`config.mk`:
```
export PLATFORM = sky130hd
export DESIGN_NAME = mips_register_file
export DESIGN_NICKNAME = d
export VERILOG_FILES = /design/src/rtl/mips_register_file.sv
export SDC_FILE = /design/constraint.sdc
export NUM_CORES = 2
export LEC_CHECK = 0
export CAP_MARGIN = 20
export CORE_AREA = 2 2 608 368
export DETAILED_ROUTE_END_ITERATION = 6
export DIE_AREA = 0 0 610 370
export PLACE_DENSITY_LB_ADDON = 0.25
export REMOVE_ABC_BUFFERS = 1
export SLEW_MARGIN = 10
export SYNTH_ARGS = -nofsm -noshare
export SYNTH_HDL_FRONTEND = slang
export SYNTH_SLANG_ARGS = --single-unit
```
`constraint.sdc`:
```
create_clock -name clk -period 9.47 [get_ports clk]
set_clock_uncertainty 0.05 [all_clocks]
set_input_delay 1.894 -clock clk [delete_from_list [all_inputs] [get_ports clk]]
set_output_delay 1.894 -clock clk [all_outputs]
set_load 0.05 [all_outputs]
```
`src/rtl/mips_register_file.sv`:
```
// Architectural register file for the single-cycle MIPS32 datapath: 31 stored GPRs,
// hardwired $0, two combinational read ports with optional write-to-read bypass.
module mips_register_file #(
    parameter bit          BYPASS    = 1'b1,
    parameter logic [31:0] RESET_VAL = 32'h0000_0000
) (
    input  logic        clk,
    input  logic        rst_n,
    input  logic [4:0]  read_reg1,
    input  logic [4:0]  read_reg2,
    input  logic [4:0]  write_reg,
    input  logic [31:0] write_data,
    input  logic        reg_write,
    output logic [31:0] read_data1,
    output logic [31:0] read_data2,
    output logic        zero_write_attempt
);

    logic [31:0] regs_q [1:31];
    logic [31:0] regs_d [1:31];
    logic        zero_write_attempt_q;
    logic        zero_write_attempt_d;
    logic        bypass_en;
    logic [31:0] stored1;
    logic [31:0] stored2;

    always_comb begin
        regs_d = regs_q;
        for (int i = 1; i < 32; i++) begin
            if (reg_write && (write_reg == 5'(i))) begin
                regs_d[i] = write_data;
            end
        end
        zero_write_attempt_d = reg_write && (write_reg == 5'd0);
    end

    always_ff @(posedge clk or negedge rst_n) begin
        if (!rst_n) begin
            for (int i = 1; i < 32; i++) begin
                regs_q[i] <= RESET_VAL;
            end
            zero_write_attempt_q <= 1'b0;
        end else begin
            regs_q               <= regs_d;
            zero_write_attempt_q <= zero_write_attempt_d;
        end
    end

    // Bypass is gated by rst_n so a write held during reset never leaks to the readers.
    assign bypass_en = BYPASS && rst_n && reg_write;

    always_comb begin
        stored1 = 32'h0;
        stored2 = 32'h0;
        for (int i = 1; i < 32; i++) begin
            if (read_reg1 == 5'(i)) stored1 = regs_q[i];
            if (read_reg2 == 5'(i)) stored2 = regs_q[i];
        end

        if (read_reg1 == 5'd0) begin
            read_data1 = 32'h0;
        end else if (bypass_en && (write_reg == read_reg1)) begin
            read_data1 = write_data;
        end else begin
            read_data1 = stored1;
        end

        if (read_reg2 == 5'd0) begin
            read_data2 = 32'h0;
        end else if (bypass_en && (write_reg == read_reg2)) begin
            read_data2 = write_data;
        end else begin
            read_data2 = stored2;
        end
    end

    assign zero_write_attempt = zero_write_attempt_q;

endmodule

```
==> flow_summary.yaml <==
status:
  status: "finished, final reports clean"
clocking:
  post_cts_resized: 0
  htreeDepth: 3
  cts_setup_buffers: 0
  clock_path_buffers: 3
  cts_tree: "done"
  cts_buffers: 96
  cts_sinks: 993
  path_clk_slew_ns: 0.07
  insertion_delay_ns: 0.71
  ctsHoldBuffers: 0
  cts_root_buffer: "clkbuf_16"
global_route:
  grt_pass1_vias: 49290
  grt_pass1_wl_um: 437000
  grt_use_total: 0.279
  gr-total-overflow: 0
  grt_start_max_net_pins: 160
  antenna_found_initial: 39
power_and_ir_drop:
  pwr-share-clk: 0.344
  power.total_uw: 12900
  combPwrFrac: 0.195
  sequentialPowerShare: 0.462
  p_switching_uw: 4260
  internal_power_uw: 8610
  p_leak_uw: 0.0267
  swShare: 0.331
  power_density_nw_per_um2: 201
  irDropWorstVdd_mv: 0.130
floorplan:
  core_sq_um: 221000
  fp-row-count: 134
  dieArea_sq_um: 226000
  io_pins: 115
  start_util: 0.248
  die_w_um: 610
  die_h_um: 370
hold_path:
  hp-class: "flop to flop"
place:
  io_buffers: 114
  place_congestion: 1.05
  place_area_sq_um: 60700
  hpwl_um: 231000
final_layout:
  final_nets: 5266
  nFillCells: 22858
  layout_commonest_cell: "mux2_2"
  area_growth_pct: 17.3
  layout-drive-gt1-share: 0.323
  final_area_sq_um: 64200
  layout_common_cells: "mux2_2 (1,018), dfrtp_1 (993), buf_4 (372), a21oi_1 (295), o21ai_0 (291)"
timing:
  slew_violations: 0
  setup_viol: 0
  relSlewSlack: 0.187
  period_share: 0.907
  finalSetupTns_ns: 0
  rsz0062_at_grt: "no"
  fmaxAchievable_mhz: 116
  hold_viol: 0
  tightest_slew_ns: 1.22
  fin_crit_ns: 8.59
yosys:
  synth_edf_count: 0
  synthesis.area_sq_um: 54700
  ys.flop_type: "dfrtp_1"
  avgSynthCellArea_sq_um: 10.6
  yosysSeqAreaShare: 0.454
  ys_async_sr_fraction: 1.00
  syn-instance-count: 5144
  ys_types: 87
  ys_warn_count: 0
  ys_seq_elements: 993
flow_run:
  max_cap_viol_count: 0
detailed_routing:
  via_per_inst: 6.38
  drc: 0
  drt_iter0_markers: 9879
  vias: 52590
  wl_per_cell_um: 39.7
  first_pass_iters: 7
  final_antenna_net_count: 0
  wl_um: 327000
setup_path:
  crit_type: "input port to output pin"
  cp-start-kind: "input port"
  crit_fanout: 38
  crit_arrival_ns: 6.65
  critPathRequiredTime_ns: 7.53
  endpoint_kind: "output pin"
-- per-layer routing --
metal | wire length, um | up-vias | GRT usage
met4 | 12500 | 32 | 0.0918
met2 | 121000 | 4570 | 0.358
li1 | - | 19748 | -
met1 | 140000 | 27443 | 0.398
met5 | 252 | - | 0.000836
met3 | 52600 | 797 | 0.137
-- cell usage after synthesis, drive strengths merged (10+ instances only) --
cell / instances / share of area
a2111oi: 23 / 0.0037
a211o: 12 / 0.0019
a211oi: 28 / 0.0038
a21o: 14 / 0.0019
a21oi: 295 / 0.027
a221o: 19 / 0.0035
a221oi: 109 / 0.017
a222oi: 34 / 0.0062
a22o: 68 / 0.011
a22oi: 278 / 0.038
a31oi: 20 / 0.0023
a32oi: 16 / 0.0026
and2: 10 / 0.0011
and3: 37 / 0.0042
buf: 223 / 0.020
clkbuf: 288 / 0.020
dfrtp: 993 / 0.45
inv: 18 / 0.0012
mux2: 1022 / 0.21
mux2i: 74 / 0.014
nand2: 290 / 0.020
nand2b: 22 / 0.0025
nand3: 111 / 0.010
nand3b: 13 / 0.0018
nand4: 46 / 0.0053
nor2: 278 / 0.019
nor2b: 24 / 0.0027
nor3: 66 / 0.0062
nor3b: 13 / 0.0020
nor4: 28 / 0.0032
o211ai: 54 / 0.0074
o21ai: 296 / 0.027
o221ai: 48 / 0.0077
o22ai: 76 / 0.0087
o2bb2ai: 25 / 0.0040
o31ai: 12 / 0.0016
or3: 11 / 0.0013
-- logic make-up after synthesis --
kind of cell | count (synthesis) | synth area share
compound gates | 1506 | 0.189
mux | 1100 | 0.225
simple gates | 1003 | 0.0888
flops | 993 | 0.454
buf+inv | 532 | 0.0408
xor+xnor | 10 | 0.00160
-- flip-flops by register name, indices dropped and copies added, names as in the netlist --
signal,count
zero_write_attempt,1
regs_q,992
-- cell type report --
class	count	area, sq um	share of cell area
timing repair buffer	485	4060	0.0632
multi-input combinational	3619	28100	0.438
sequential	993	24800	0.387
inverter	21	78.8	0.00123
antenna	19	47.5	0.000741
tap	2924	3660	0.0570
clock buffer	132	2790	0.0435
clock inverter	45	627	0.00976
-- worst paths after layout --
check                                  start        endpoint  slack [ns]  cells past startpoint
worst max-delay path            read_reg2[2]  read_data2[11]        0.88                     10
worst min-delay path             regs_q[422]     regs_q[422]        0.47                      1
worst max register to register   regs_q[407]     regs_q[407]        8.44                      1
worst min register to register   regs_q[422]     regs_q[422]        0.47                      1
max in group asynchronous              rst_n     regs_q[531]        4.57                      5
min in group asynchronous              rst_n     regs_q[948]        1.00                      1
-- through the flow --
step | utilization | setup WS, ns | hold slack (ns) | cells
6_report | 0.291 | 0.881 | 0.469 | 8238
5_1_grt | 0.291 | 1.00 | 0.496 | 8219
4_1_cts | 0.291 | 1.16 | 0.468 | 8216
3_5_place_dp | 0.275 | 1.17 | 0.452 | 8039
3_3_place_gp | 0.275 | 0.706 | 0.439 | 8039
2_1_floorplan | - | 1.74 | 0.429 | 4633
-- critical path, cell delays in order --
cell and delay, ns:
buf_4 0.57, buf_4 0.35, and3b_1 0.91, and3_1 0.29
a211oi_1 0.07, a222oi_1 0.64, o31ai_1 0.36, a211o_1 0.34
a21oi_1 0.22, clkdlybuf4s50_1 0.85
-- power by group through the flow --
stage / sequential [uW] / clock (uW) / combinational [uW]
floorplan: 5590 / 0 / 1440
global placement: 5950 / 0 / 2390
global route: 6000 / 4620 / 2610
CTS: 5880 / 4440 / 2440
finish: 5950 / 4420 / 2500
detailed placement: 5950 / 0 / 2430
(Power assumes the default switching activity.)
